`config.mk`:
```
export PLATFORM = sky130hd
export DESIGN_NAME = hazard_ctrl
export DESIGN_NICKNAME = d
export VERILOG_FILES = /design/src/rtl/hazard_ctrl.sv
export SDC_FILE = /design/constraint.sdc
export NUM_CORES = 1
export LEC_CHECK = 0
export ABC_CLOCK_PERIOD_IN_PS = 2700
export BUFFER_PORTS_ARGS = -buffer_cell sky130_fd_sc_hd__buf_2
export CORE_MARGIN = 2
export CORE_UTILIZATION = 25
export DETAILED_ROUTE_END_ITERATION = 12
export SYNTH_ARGS = -nofsm -noshare
export SYNTH_HDL_FRONTEND = slang
export SYNTH_SLANG_ARGS = --single-unit
```
`constraint.sdc`:
```
create_clock -name clk -period 2.7 [get_ports clk]
set_clock_uncertainty 0.05 [all_clocks]
set_input_delay 0.135 -clock clk [delete_from_list [all_inputs] [get_ports clk]]
set_output_delay 0.135 -clock clk [all_outputs]
set_load 0.1 [all_outputs]
```
`src/rtl/hazard_ctrl.sv`:
```
// hazard_ctrl: 5-stage RV32I hazard controller.
// Detects RAW hazards, steers EX-operand and store-data forwarding, flushes
// on taken branches/jumps (optionally over several cycles), freezes the
// pipeline on a slow data memory, and keeps saturating stall/flush counters.
module hazard_ctrl #(
    parameter int FWD_EN       = 1,
    parameter int RF_BYPASS    = 1,
    parameter int FLUSH_CYCLES = 1,
    parameter int MEM_TIMEOUT  = 64,
    parameter int CNT_W        = 16
) (
    input  logic             clk,
    input  logic             reset,
    // ID stage
    input  logic [4:0]       d_rs1,
    input  logic [4:0]       d_rs2,
    input  logic             d_rs1_used,
    input  logic             d_rs2_used,
    // EX stage
    input  logic [4:0]       e_rs1,
    input  logic [4:0]       e_rs2,
    input  logic [4:0]       e_rd,
    input  logic             e_regwren,
    input  logic             e_memren,
    input  logic             e_br_taken,
    input  logic             e_is_jump,
    // MEM stage
    input  logic [4:0]       m_rd,
    input  logic [4:0]       m_rs2,
    input  logic             m_regwren,
    input  logic             m_memren,
    input  logic             m_memwren,
    input  logic             m_mem_ready,
    // WB stage
    input  logic [4:0]       w_rd,
    input  logic             w_regwren,
    // pipeline control
    output logic             stall_if,
    output logic             ifid_wren,
    output logic             ifid_flush,
    output logic             idex_flush,
    output logic             idex_wren,
    output logic             exmem_wren,
    output logic             memwb_bubble,
    output logic [1:0]       rs1_sel,
    output logic [1:0]       rs2_sel,
    output logic             wm_fwd_sel,
    // status
    output logic [CNT_W-1:0] stall_cnt,
    output logic [CNT_W-1:0] flush_cnt,
    output logic             mem_err
);

    localparam bit FWD = (FWD_EN != 0);
    localparam bit RFB = (RF_BYPASS != 0);
    localparam int WC_W = $clog2(MEM_TIMEOUT + 1);

    localparam logic [1:0]       FCNT_LOAD = 2'(FLUSH_CYCLES - 1);
    localparam logic [WC_W-1:0]  WC_MAX    = WC_W'(MEM_TIMEOUT);
    localparam logic [CNT_W-1:0] CNT_MAX   = {CNT_W{1'b1}};

    typedef enum logic {
        RUN      = 1'b0,
        REDIRECT = 1'b1
    } state_e;

    state_e           state_q, state_d;
    logic [1:0]       fcnt_q, fcnt_d;
    logic [WC_W-1:0]  wcnt_q, wcnt_d;
    logic             mem_err_q, mem_err_d;
    logic [CNT_W-1:0] stall_cnt_q, stall_cnt_d;
    logic [CNT_W-1:0] flush_cnt_q, flush_cnt_d;

    logic freeze, redirect, in_redir, hazard;
    logic ex_prod, mem_prod, wb_prod;
    logic [1:0] rs1_fwd, rs2_fwd;
    logic wm_fwd;

    // An ID source register is in flight if any enabled producer targets it.
    function automatic logic raw_on(
        input logic [4:0] r,   input logic used,
        input logic [4:0] erd, input logic ep,
        input logic [4:0] mrd, input logic mp,
        input logic [4:0] wrd, input logic wp
    );
        return used && (r != 5'd0) &&
               ((ep && (erd == r)) || (mp && (mrd == r)) || (wp && (wrd == r)));
    endfunction

    // MEM result is younger than WB, so it wins; x0 is never forwarded.
    function automatic logic [1:0] fwd_sel(
        input logic [4:0] r,
        input logic mw, input logic [4:0] mrd,
        input logic ww, input logic [4:0] wrd
    );
        if (mw && (mrd != 5'd0) && (mrd == r))
            return 2'b01;
        else if (ww && (wrd != 5'd0) && (wrd == r))
            return 2'b10;
        else
            return 2'b00;
    endfunction

    // Hazard terms: with forwarding only a load in EX must stall the consumer.
    always_comb begin
        freeze   = (m_memren | m_memwren) & ~m_mem_ready;
        in_redir = (state_q == REDIRECT);
        redirect = (e_br_taken | e_is_jump) & ~freeze & ~in_redir;
        ex_prod  = FWD ? e_memren : e_regwren;
        mem_prod = ~FWD & m_regwren;
        wb_prod  = ~RFB & w_regwren;
        hazard   = raw_on(d_rs1, d_rs1_used, e_rd, ex_prod, m_rd, mem_prod, w_rd, wb_prod) |
                   raw_on(d_rs2, d_rs2_used, e_rd, ex_prod, m_rd, mem_prod, w_rd, wb_prod);
    end

    // Forwarding selects; all zero when forwarding is built out or in reset.
    always_comb begin
        rs1_fwd = 2'b00;
        rs2_fwd = 2'b00;
        wm_fwd  = 1'b0;
        if (FWD && !reset) begin
            rs1_fwd = fwd_sel(e_rs1, m_regwren, m_rd, w_regwren, w_rd);
            rs2_fwd = fwd_sel(e_rs2, m_regwren, m_rd, w_regwren, w_rd);
            wm_fwd  = m_memwren & w_regwren & (w_rd != 5'd0) & (w_rd == m_rs2);
        end
    end

    // Pipeline control outputs in priority order: reset, freeze, redirect, hazard.
    always_comb begin
        stall_if     = 1'b0;
        ifid_wren    = 1'b1;
        ifid_flush   = 1'b0;
        idex_flush   = 1'b0;
        idex_wren    = 1'b1;
        exmem_wren   = 1'b1;
        memwb_bubble = 1'b0;
        if (reset) begin
            ifid_flush   = 1'b1;
            idex_flush   = 1'b1;
            memwb_bubble = 1'b1;
        end else if (freeze) begin
            stall_if     = 1'b1;
            ifid_wren    = 1'b0;
            idex_wren    = 1'b0;
            exmem_wren   = 1'b0;
            memwb_bubble = 1'b1;
        end else if (redirect) begin
            ifid_flush   = 1'b1;
            idex_flush   = 1'b1;
        end else if (in_redir) begin
            // Extra fetch-side flush cycles; EX only carries bubbles now.
            ifid_flush   = 1'b1;
        end else if (hazard) begin
            stall_if     = 1'b1;
            ifid_wren    = 1'b0;
            idex_flush   = 1'b1;
        end
    end

    assign rs1_sel    = rs1_fwd;
    assign rs2_sel    = rs2_fwd;
    assign wm_fwd_sel = wm_fwd;

    // Redirect FSM: counts the remaining IF/ID flush cycles, paused by freeze.
    always_comb begin
        state_d = state_q;
        fcnt_d  = fcnt_q;
        case (state_q)
            RUN: begin
                if (redirect && (FLUSH_CYCLES > 1)) begin
                    state_d = REDIRECT;
                    fcnt_d  = FCNT_LOAD;
                end
            end
            REDIRECT: begin
                if (!freeze) begin
                    if (fcnt_q <= 2'd1) begin
                        state_d = RUN;
                        fcnt_d  = 2'd0;
                    end else begin
                        fcnt_d  = fcnt_q - 2'd1;
                    end
                end
            end
            default: begin
                state_d = RUN;
                fcnt_d  = 2'd0;
            end
        endcase
    end

    // Memory-wait watchdog and saturating performance counters.
    always_comb begin
        wcnt_d      = '0;
        mem_err_d   = mem_err_q;
        stall_cnt_d = stall_cnt_q;
        flush_cnt_d = flush_cnt_q;
        if (freeze)
            wcnt_d = (wcnt_q == WC_MAX) ? wcnt_q : wcnt_q + 1'b1;
        if (wcnt_d == WC_MAX)
            mem_err_d = 1'b1;
        if (stall_if && (stall_cnt_q != CNT_MAX))
            stall_cnt_d = stall_cnt_q + 1'b1;
        if (redirect && (flush_cnt_q != CNT_MAX))
            flush_cnt_d = flush_cnt_q + 1'b1;
    end

    // State registers with synchronous reset.
    always_ff @(posedge clk) begin
        if (reset) begin
            state_q     <= RUN;
            fcnt_q      <= 2'd0;
            wcnt_q      <= '0;
            mem_err_q   <= 1'b0;
            stall_cnt_q <= '0;
            flush_cnt_q <= '0;
        end else begin
            state_q     <= state_d;
            fcnt_q      <= fcnt_d;
            wcnt_q      <= wcnt_d;
            mem_err_q   <= mem_err_d;
            stall_cnt_q <= stall_cnt_d;
            flush_cnt_q <= flush_cnt_d;
        end
    end

    assign stall_cnt = stall_cnt_q;
    assign flush_cnt = flush_cnt_q;
    assign mem_err   = mem_err_q;

endmodule
```
==> out/metrics.yaml, run 1 <==
status: "finished clean"
tightest_slew_ns: 0.630
p_int_w: 0.00101
path_max_fanout: 14
nets: 469
drive_gt1_frac: 0.315
initial_core_util: 0.256
ctsHtreeMaxLevel: 2
synth_fp_nets: 375
worstHoldStart: "reset"
ys_ff_latch: 43
rsz0062_at_grt: "false"
setup_viol: 0
wl_met2_um: 3190
combPwrFrac: 0.195
syn_to_final_growth_pct: 31.4
criticalPathCategory: "input port to output pin"
critPathSlowestCell: "or4_1"
synth_area_um2: 2630
wl_met1_um: 3270
die_area_um2: 11400
hp-class: "input port to flip-flop"
p_per_area_nw_per_um2: 419
post_cts_buffers: 0
cp_top_family: "simple AND/OR/NAND/NOR gates"
crit_cells: 6
wl_per_cell_um: 12.6
worst_setup_path_start_kind: "input port"
fmax_mhz: 459
design.core.area_um2: 10300
cts.clk_slew.worst_paths_ns: 0.08
grtUsageTotal: 0.122
rrSetupSlack_ns: 0.56
cts_buffer_depth: 2
synth_warnings: 0
yosysSeqAreaShare: 0.327
rr_startpoint: "stall_cnt[0]$_SDFFE_PP0P_"
fp.dieW_um: 107
finalHoldViolCount: 0
routed.top_layer: "met4"
synth-edff-count: 0
via_per_inst: 4.84
wl_met3_um: 405
synth.distinct_cells: 51
antenna_found_initial: 0
seq_power_share: 0.449
holdPathStages: 2
placed_area_um2: 3340
finalCritPeriodShare: 0.807
ctsResizeCount: 0
drtAntennaViolNets: 0
synth-main-ff-cell: "dfxtp_1"
post-route-util: 0.336
row_count: 37
cp.buffers_inverters: 3
cts_tree: "done"
min_period_ns: 2.18
yosys-top-cells-area: "dfxtp_1 33%, xnor2_1 8.7%, xor2_1 7.7%"
syn_avg_cell_area_um2: 8.27
slew_violations: 0
vdd_ir_drop_max_mv: 0.221
swShare: 0.305
async_reset_ff_frac: 0
cts_sinks: 43
place_hpwl_um: 5360
synth_top_area_share: 0.327
clkLatencyLatePin_ns: 0.30
slew_headroom: 0.577
holdBufCountCts: 0
critPathRequiredTime_ns: 2.52
timing.rr.end: "stall_cnt[15]$_SDFFE_PP0P_"
yosys.area.top_type: "dfxtp_1"
die_h_um: 107
final_area_um2: 3460
vias: 2656
critical_path_arrival_ns: 1.99
p_sw_w: 0.000441
dr.first_iter.drc_count: 111
reg2reg_depth: 7
clockRootBuffer: "clkbuf_8"
antenna_cells: 0
crit_path_end_kind: "output pin"
remaining_drc_errors: 0
synthCells: 318
grt_start_max_net_pins: 28
place_congestion: 0.882
numCtsBuffers: 5
p_leak_nw: 1.36
critical-path-max-stage-delay_ns: 0.58
io_buffers: 96
drv_cap: 0
wirelength_um: 6910
cp_cell_sequence: "buf_2, inv_1, o211ai_1, or4_1, nor4_2, buf_12"
grt_pass1_vias: 2450
first_pass_iters: 4
grt_pass1_wl_um: 11500
ios: 98
clkPwrFrac: 0.356
min_to: "flush_cnt[0]$_SDFFE_PP0P_"
gr-total-overflow: 0
[worst max path at each step]
stage / slack, ns / start / to
floorplan: -0.89 / reset / rs1_sel[0]
global placement: 0.44 / reset / stall_cnt[7]$_SDFFE_PP0P_
detailed placement: 0.37 / reset / stall_cnt[7]$_SDFFE_PP0P_
CTS: 0.47 / reset / rs1_sel[1]
global route: 0.36 / reset / rs1_sel[1]
finish: 0.52 / reset / rs1_sel[1]
[flip-flops by register name, indices dropped and copies added (netlist names)]
register and count:
in_redir 1, flush_cnt 16, fcnt_q 2, wcnt_q 7, mem_err 1, stall_cnt 16
[synth_stat cells, types with 2 or more instances]
| master | n |
|---|---|
| o311ai_0 | 5 |
| and3_1 | 2 |
| o41ai_1 | 2 |
| nand3_1 | 13 |
| a31oi_1 | 2 |
| mux2_2 | 4 |
| a21oi_1 | 14 |
| inv_1 | 8 |
| nor2_1 | 26 |
| nor2b_1 | 4 |
| nand4_1 | 8 |
| xor2_1 | 23 |
| nand2_1 | 28 |
| o21ai_0 | 12 |
| nor3_2 | 2 |
| xnor2_1 | 26 |
| and4_1 | 2 |
| nand3b_1 | 3 |
| nor3_1 | 14 |
| clkbuf_1 | 6 |
| nor4_1 | 13 |
| o2111ai_1 | 3 |
| dfxtp_1 | 43 |
| or4_1 | 10 |
| or3_1 | 7 |
| and2_1 | 2 |
| o31ai_1 | 5 |
| ha_1 | 4 |
| buf_2 | 4 |
| o211a_1 | 2 |
[worst reg2reg max path, cell delays in order, from the launching register on]
cell	delay, ns
dfxtp_2	0.36
ha_1	0.21
and2_1	0.23
nand2_1	0.17
nor2_1	0.05
or3_4	0.36
or4_1	0.49
a21oi_1	0.16
[layout make-up]
| cell class | count | area, um^2 |
|---|---|---|
| fillers | 1096 | 6820 |
| multi-input cells | 254 | 1730 |
| flip-flops and latches | 43 | 867 |
| repair buffers | 99 | 548 |
| well taps | 136 | 170 |
| clock buffers | 5 | 68.8 |
| clock inverters | 3 | 43.8 |
| inverters | 9 | 33.8 |
[logic make-up after synthesis]
logic type | after synthesis | share of synthesized area
AO/OA/AOI/OAI | 53 | 0.136
XOR/XNOR | 49 | 0.163
adder cells (fa/ha/maj) | 4 | 0.0190
buffers and inverters | 21 | 0.0333
flip-flops | 43 | 0.327
multiplexers | 5 | 0.0209
AND/OR/NAND/NOR | 143 | 0.300
[per-stage QoR]
stage          cells  setup WS (ns)  power [W]  TNS (ns)  hold slack [ns]
2_1_floorplan    318         -0.890   0.000855     -2.27            0.388
3_3_place_gp     541          0.437   0.000943         0            0.394
3_5_place_dp     541          0.369   0.000948         0            0.404
4_1_cts          549          0.470    0.00147         0            0.151
5_1_grt          549          0.361    0.00152         0            0.168
6_report         549          0.521    0.00145         0            0.153
[cell usage in the layout (no fill, tap or decap), types with 2 or more instances in the layout]
cell       synthesis  layout
nor4_1            13      11
a21oi_1           14      14
ha_1               4       4
o21ai_0           12      11
nand4_1            8       8
dfxtp_2            0       5
nand3b_1           3       3
nor3_2             2       3
o31ai_1            5       5
buf_12             0       3
a31oi_1            2       2
and3_1             2       2
nor2_1            26      26
inv_1              8       8
clkbuf_8           0       5
xor2_1            23      23
mux2_2             4       4
and4_1             2       2
or3_1              7       7
xnor2_1           26      26
nand2_1           28      27
nor2b_1            4       4
o311ai_0           5       5
and2_1             2       2
nor3_1            14      13
buf_2              4      93
nand3_1           13      13
or4_1             10      10
buf_4              1       3
dfxtp_1           43      38
o41ai_1            2       2
o211a_1            2       2
o2111ai_1          3       3
[layer usage]
metal | vias up | global-route usage
met5 | - | 0
met4 | 0 | 0.0250
met3 | 4 | 0.0298
met2 | 71 | 0.204
met1 | 1228 | 0.161
li1 | 1353 | -
[power by group through the flow]
stage | logic, W | registers, W | clock network, W
6_report | 0.000282 | 0.000649 | 0.000516
4_1_cts | 0.000284 | 0.000649 | 0.000535
5_1_grt | 0.000303 | 0.000651 | 0.000564
3_3_place_gp | 0.000279 | 0.000664 | 0
2_1_floorplan | 0.000155 | 0.000699 | 0
3_5_place_dp | 0.000284 | 0.000664 | 0
Note: power is estimated with default switching activity, not from simulation.
==> run 2, diff against run 1 <==
--- a/config.mk
+++ b/config.mk
@@ -5,7 +5,8 @@
 export SDC_FILE = /design/constraint.sdc
 export NUM_CORES = 1
 export LEC_CHECK = 0
-export ABC_CLOCK_PERIOD_IN_PS = 2700
+export ABC_AREA = 1
+export ABC_CLOCK_PERIOD_IN_PS = 2100
 export BUFFER_PORTS_ARGS = -buffer_cell sky130_fd_sc_hd__buf_2
 export CORE_MARGIN = 2
 export CORE_UTILIZATION = 25
==> constraint.sdc (replaced) <==
create_clock -name clk -period 2.1 [get_ports clk]
set_clock_uncertainty 0.05 [all_clocks]
set_input_delay 0.105 -clock clk [delete_from_list [all_inputs] [get_ports clk]]
set_output_delay 0.105 -clock clk [all_outputs]
set_load 0.1 [all_outputs]
==> run 2 against run 1 <==
  * Global-route usage up 0.80 points
  * Sequential power increased by 29%
  * Combinational power increased by 48%
  * Worst setup slack worse by 0.29 ns
  * Sequential share of layout area down 2.9 points
  * Routed wire length is 20% higher
  * Synthesized cell count increased by 41%
  * Critical path depth rose by 4
  * Utilization increased by 1.6 points
  * Non-clock buffer count grew 9
  * Flip-flop and latch count unchanged
  * Highest routed layer unchanged
  * Power rose by 52%
==> out/metrics.yaml, run 2 <==
final_cell_mix: "97 x nand2_1, 86 x buf_2, 53 x nor2_1"
yosysSeqAreaShare: 0.293  # -0.0340
vias: 3245  # +22%
wirelength_um: 8260  # +20%
synth-main-ff-cell: "dfxtp_1"
yosys-top-cells-area: "dfxtp_1 29%, nand2_1 13%, xor2_1 8.6%"
p_sw_w: 0.000603  # +37%
path_max_fanout: 10  # -4
drv_cap: 0  # unchanged
fill_cells: 1234  # +13%
synth_top_area_share: 0.293  # -0.0340
layout_commonest_cell: "nand2_1"
grt_start_max_net_pins: 25  # -11%
grt_pass1_vias: 3081  # +26%
die_h_um: 112  # +5.4%
syn_avg_cell_area_um2: 6.54  # -21%
via_per_inst: 4.66  # -3.8%
critical-path-max-stage-delay_ns: 0.37  # -0.21 ns
slew_violations: 0  # unchanged
async_reset_ff_frac: 0  # unchanged
fp.dieW_um: 112  # +5.4%
slew_headroom: 0.668  # +0.0912
antenna_found_initial: 0  # unchanged
dr.first_iter.drc_count: 123  # +11%
cts_buffer_depth: 2  # unchanged
criticalPathCategory: "flip-flop to flip-flop"
finalCritPeriodShare: 0.889
clockRootBuffer: "clkbuf_16"
critical_path_arrival_ns: 2.04  # +0.05 ns
cp_cell_sequence: "ha_1, nand3_1, nor2_1, nand3_1, nand2_4, inv_2, buf_4, nand3_1, o21ai_0, a21oi_1"
tightest_slew_ns: 0.501  # -0.129 ns
numCtsBuffers: 5  # unchanged
ctsHtreeMaxLevel: 2  # unchanged
remaining_drc_errors: 0  # unchanged
cp_top_family: "simple AND/OR/NAND/NOR gates"
cp.buffers_inverters: 2  # -1
grt_pass1_wl_um: 13900  # +20%
crit_path_end_kind: "flip-flop"
ys_top_cells_by_count: "98 x nand2_1, 56 x nor2_1, 52 x inv_1"
synth-edff-count: 0  # unchanged
synth_area_um2: 2940  # +12%
wl_per_cell_um: 11.9  # -5.8%
seq_power_share: 0.380  # -0.069
p_per_area_nw_per_um2: 547  # +31%
cts_tree: "done"
min_period_ns: 1.87
drive_gt1_frac: 0.294  # -0.0205
vdd_ir_drop_max_mv: 0.329  # +49%
cts_sinks: 43  # unchanged
status: "finished clean"
synth_warnings: 0  # unchanged
critPathSlowestCell: "dfxtp_2"
combPwrFrac: 0.189  # -0.006
hp-class: "input port to flip-flop"
critPathRequiredTime_ns: 2.27  # -0.25 ns
post-route-util: 0.352  # +0.0156
antenna_cells: 0  # unchanged
clkPwrFrac: 0.431  # +0.075
p_int_w: 0.00160  # +59%
worst_setup_path_start_kind: "flip-flop"
syn_to_final_growth_pct: 36.9
first_pass_iters: 4  # unchanged
die_area_um2: 12600  # +11%
drtAntennaViolNets: 0  # unchanged
place_congestion: 0.860  # -2.5%
crit_path_frequent_cell: "nand3_1"
yosys.area.top_type: "dfxtp_1"
gr-total-overflow: 0  # unchanged
clkLatencyLatePin_ns: 0.28  # -0.02 ns
design.core.area_um2: 11400  # +11%
finalHoldViolCount: 0  # unchanged
grtUsageTotal: 0.130  # +0.00803
ios: 98  # unchanged
row_count: 39  # +5.4%
swShare: 0.274  # -0.0308
io_buffers: 96  # unchanged
placed_area_um2: 3830  # +15%
synthCells: 449  # +41%
final_area_um2: 4020  # +16%
holdBufCountCts: 0  # unchanged
setup_viol: 0  # unchanged
ys_ff_latch: 43  # unchanged
cts.clk_slew.worst_paths_ns: 0.06  # -0.02 ns
synth.distinct_cells: 37  # -27%
yosysMostFrequentCell: "nand2_1"
nets: 610  # +30%
synth_fp_nets: 506  # +35%
initial_core_util: 0.257  # +0.00115
fmax_mhz: 535
p_leak_nw: 1.78  # +31%
place_hpwl_um: 6640  # +24%
==> run 2: layout make-up <==
cell class / count / area, um^2 / area share
Multi-Input combinational cell: 340 / 1830 / 0.456
Sequential cell: 43 / 893 / 0.222
Timing Repair Buffer: 108 / 721 / 0.179
Inverter: 55 / 210 / 0.0523
Tap cell: 143 / 179 / 0.0445
Clock buffer: 7 / 154 / 0.0383
Clock inverter: 1 / 30.0 / 0.00747
==> run 2: metal layers <==
layer  GRT usage  up-vias  share of wire
met4      0.0366        0          0.013
met5           0        -              0
met2       0.223       85           0.48
met1       0.169     1483           0.46
met3      0.0243        9          0.054
li1            -     1668              -
==> run 2: kinds of logic after synthesis <==
kind of cell    after synthesis  share of synthesized area
simple gates                237                      0.357
xor+xnor                     39                      0.116
compound gates               60                      0.126
fa+ha+maj                     4                     0.0170
buf+inv                      66                     0.0899
flops                        43                      0.293
==> run 2: per-stage QoR <==
stage	power, W	hold slack, ns	setup slack (ns)	std cells	setup TNS (ns)
4_1_cts	0.00223	0.0767	0.207	697	0
2_1_floorplan	0.00111	0.277	-0.0435	449	-0.0788
3_5_place_dp	0.00127	0.371	0.230	689	0
6_report	0.00220	0.0874	0.232	697	0
3_3_place_gp	0.00126	0.362	0.267	689	0
5_1_grt	0.00229	0.100	-0.00697	697	-0.00697
==> run 2: worst paths after layout <==
| path | cells after the start | to | slack, ns | from |
|---|---|---|---|---|
| max | 10 | flush_cnt[14]$_SDFFE_PP0P_ | 0.23 | flush_cnt[0]$_SDFFE_PP0P_ |
| min | 2 | wcnt_q[3]$_SDFF_PP0_ | 0.09 | reset |
| max reg2reg | 10 | flush_cnt[14]$_SDFFE_PP0P_ | 0.23 | flush_cnt[0]$_SDFFE_PP0P_ |
| min reg2reg | 1 | flush_cnt[5]$_SDFFE_PP0P_ | 0.41 | flush_cnt[5]$_SDFFE_PP0P_ |
==> run 2: power groups by stage <==
stage	Clock, W	Sequential (W)	Combinational (W)
2_1_floorplan	0	0.000897	0.000213
3_3_place_gp	0	0.000852	0.000409
3_5_place_dp	0	0.000853	0.000417
4_1_cts	0.000978	0.000835	0.000418
5_1_grt	0.00101	0.000836	0.000450
6_report	0.000949	0.000835	0.000416
==> run 2: timing repair <==
action                                  4_1_cts  5_1_grt
buffers inserted                              0        0
endpoints found under the setup margin        0        2
gates resized for setup                       0        1
==> run 3, diff against run 2 <==
--- a/config.mk
+++ b/config.mk
@@ -6,10 +6,11 @@
 export NUM_CORES = 1
 export LEC_CHECK = 0
 export ABC_AREA = 1
-export ABC_CLOCK_PERIOD_IN_PS = 2100
+export ABC_CLOCK_PERIOD_IN_PS = 1900
 export BUFFER_PORTS_ARGS = -buffer_cell sky130_fd_sc_hd__buf_2
 export CORE_MARGIN = 2
 export CORE_UTILIZATION = 25
+export CTS_CLUSTER_SIZE = 25
 export DETAILED_ROUTE_END_ITERATION = 12
 export SYNTH_ARGS = -nofsm -noshare
 export SYNTH_HDL_FRONTEND = slang
==> constraint.sdc (replaced) <==
create_clock -name clk -period 1.9 [get_ports clk]
set_clock_uncertainty 0.05 [all_clocks]
set_input_delay 0.095 -clock clk [delete_from_list [all_inputs] [get_ports clk]]
set_output_delay 0.095 -clock clk [all_outputs]
set_load 0.1 [all_outputs]
==> run 3 against run 2 <==
  * Via count decreased by 0.18%
  * Hold slack got worse by 0.043 ns
  * Register-to-register slack lost 0.06 ns
  * Fmax increased by 7.9%
  * Sequential power is 8.4% higher
  * Non-clock buffer count did not move
  * Flip-flop and latch count is the same
==> out/metrics.yaml, run 3 (synthesis results as in run 2) <==
post-route-util: 0.361  # +0.00931
gr-total-overflow: 0  # unchanged
holdPathStages: 2  # unchanged
drv_cap: 0  # unchanged
vias: 3239  # -0.18%
cts_buffer_depth: 2  # unchanged
post_cts_buffers: 0  # unchanged
cts_tree: "done"
first_pass_iters: 6  # +2
grt_pass1_vias: 3109  # +0.91%
grt_pass1_wl_um: 14200  # +2.3%
grt_util_met1: 0.162  # -0.00725
place_hpwl_um: 6600  # -0.67%
initial_core_util: 0.257  # unchanged
wl_per_cell_um: 12.0  # +0.90%
drtAntennaViolNets: 0  # unchanged
p_leak_nw: 1.80  # +0.89%
min_period_ns: 1.73  # -0.137 ns
totalPowerFinal_w: 0.00224  # +2.0%
p_per_area_nw_per_um2: 544  # -0.61%
critical_path_arrival_ns: 1.84  # -0.20 ns
die_h_um: 112  # unchanged
layout_commonest_cell: "nand2_1"
final_cell_mix: "95 x nand2_1, 84 x buf_2, 51 x inv_1"
placed_area_um2: 3960  # +3.4%
row_count: 39  # unchanged
critical-path-max-stage-delay_ns: 0.39  # +0.02 ns
top_usage_layer: "met2"
wirelength_um: 8340  # +0.90%
remaining_drc_errors: 0  # unchanged
met2_usage: 0.232  # +0.00884
place_congestion: 0.890  # +3.5%
status: "finished clean"
crit_path_end_kind: "flip-flop"
finalHoldViolCount: 0  # unchanged
fmax_mhz: 578  # +7.9%
io_buffers: 96  # unchanged
path_max_fanout: 10  # unchanged
design.core.area_um2: 11400  # unchanged
finalCritPeriodShare: 0.911  # +0.0213
slew_violations: 0  # unchanged
cts_sinks: 43  # unchanged
hp-class: "input port to flip-flop"
ios: 98  # unchanged
die_area_um2: 12600  # unchanged
fin_cells: 697  # unchanged
final_area_um2: 4130  # +2.6%
syn_to_final_growth_pct: 40.5
grt_start_max_net_pins: 26  # +4.0%
gr-usage-met3: 0.0437  # +0.0194
slew_headroom: 0.655  # -0.0129
cts.clk_slew.worst_paths_ns: 0.07  # about the same
fp.dieW_um: 112  # unchanged
clkLatencyLatePin_ns: 0.29  # about the same
critPathSlowestCell: "dfxtp_4"
cp_cell_sequence: "ha_4, nand2_4, nor3_4, nand2_1, nor3_2, nand2_2, buf_12, nand3_1, a21oi_2"
grtUsageTotal: 0.133  # +0.00275
drive_gt1_frac: 0.327  # +0.0325
vdd_ir_drop_max_mv: 0.295  # -10%
antenna_found_initial: 0  # unchanged
tightest_slew_ns: 0.510  # +0.00929 ns
clockRootBuffer: "clkbuf_16"
reg2reg_depth: 9  # -1
ctsHtreeMaxLevel: 2  # unchanged
via_per_inst: 4.65  # -0.18%
dr.first_iter.drc_count: 189  # +54%
antenna_cells: 0  # unchanged
worst_setup_path_start_kind: "flip-flop"
dp_cells: 689  # unchanged
criticalPathCategory: "flip-flop to flip-flop"
numCtsBuffers: 5  # unchanged
critPathRequiredTime_ns: 2.01  # -0.26 ns
rsz0062_at_grt: "false"
nets: 610  # unchanged
setup_viol: 0  # unchanged
==> run 3: cell types whose count changed in the layout (fill, tap and decap cells not counted), moves of 3 or more <==
cell     change
buf_12       +4
dfxtp_1     -10
dfxtp_2      -4
dfxtp_4     +14
nor2_2       +3
nor2_1       -3
==> run 3: worst paths after layout <==
| path | startpoint | end | slack (ns) |
|---|---|---|---|
| min reg2reg | flush_cnt[5]$_SDFFE_PP0P_ | flush_cnt[5]$_SDFFE_PP0P_ | 0.40 |
| min | reset | flush_cnt[8]$_SDFFE_PP0P_ | 0.04 |
| max reg2reg | stall_cnt[1]$_SDFFE_PP0P_ | stall_cnt[14]$_SDFFE_PP0P_ | 0.17 |
| max | stall_cnt[1]$_SDFFE_PP0P_ | stall_cnt[14]$_SDFFE_PP0P_ | 0.17 |
==> run 3: layer usage <==
layer  share of wire  wire (um)
met1            0.44       3650
met2            0.48       3970
met3           0.080        664
met4          0.0066         55
met5               0          0
==> run 3: power by group <==
part	internal, W	switching, W	total (W)	leakage, nW
Combinational	0.000163	0.000307	0.000469	1.36
Clock	0.000492	0.000378	0.000869	0.0664
Sequential	0.000892	0.0000132	0.000905	0.368
Total	0.00155	0.000698	0.00224	1.80
==> run 3: what timing repair did <==
action / in CTS / in global routing
endpoints found under the setup margin: 0 / 3
hold buffers: 0 / 0
gates resized for setup: 0 / 3
==> run 3: worst max-delay path, delay by kind of cell, from the launching register on <==
kind | cells | cell delay, ns
AOI/OAI and AO/OA | 1 | 0.05
buffers and inverters | 1 | 0.21
DFF | 1 | 0.39
adders and majority gates | 1 | 0.17
and+or+nand+nor | 6 | 0.73
==> run 3: cell type report <==
cell class                 count  area [um^2]
inverter                      55          210
sequential                    43          941
multi-input combinational    340         1870
tap                          143          179
timing repair buffer         108          776
fill                        1263         7290
clock inverter                 3         23.8
clock buffer                   5          125
==> run 3: stage by stage <==
stage | setup slack [ns] | hold WS, ns | TNS [ns]
finish | 0.170 | 0.0448 | 0
global route | 0.0257 | 0.0622 | 0
CTS | 0.144 | 0.0470 | 0
detailed placement | 0.169 | 0.357 | 0
global placement | 0.163 | 0.361 | 0
floorplan | -0.215 | 0.267 | -0.532
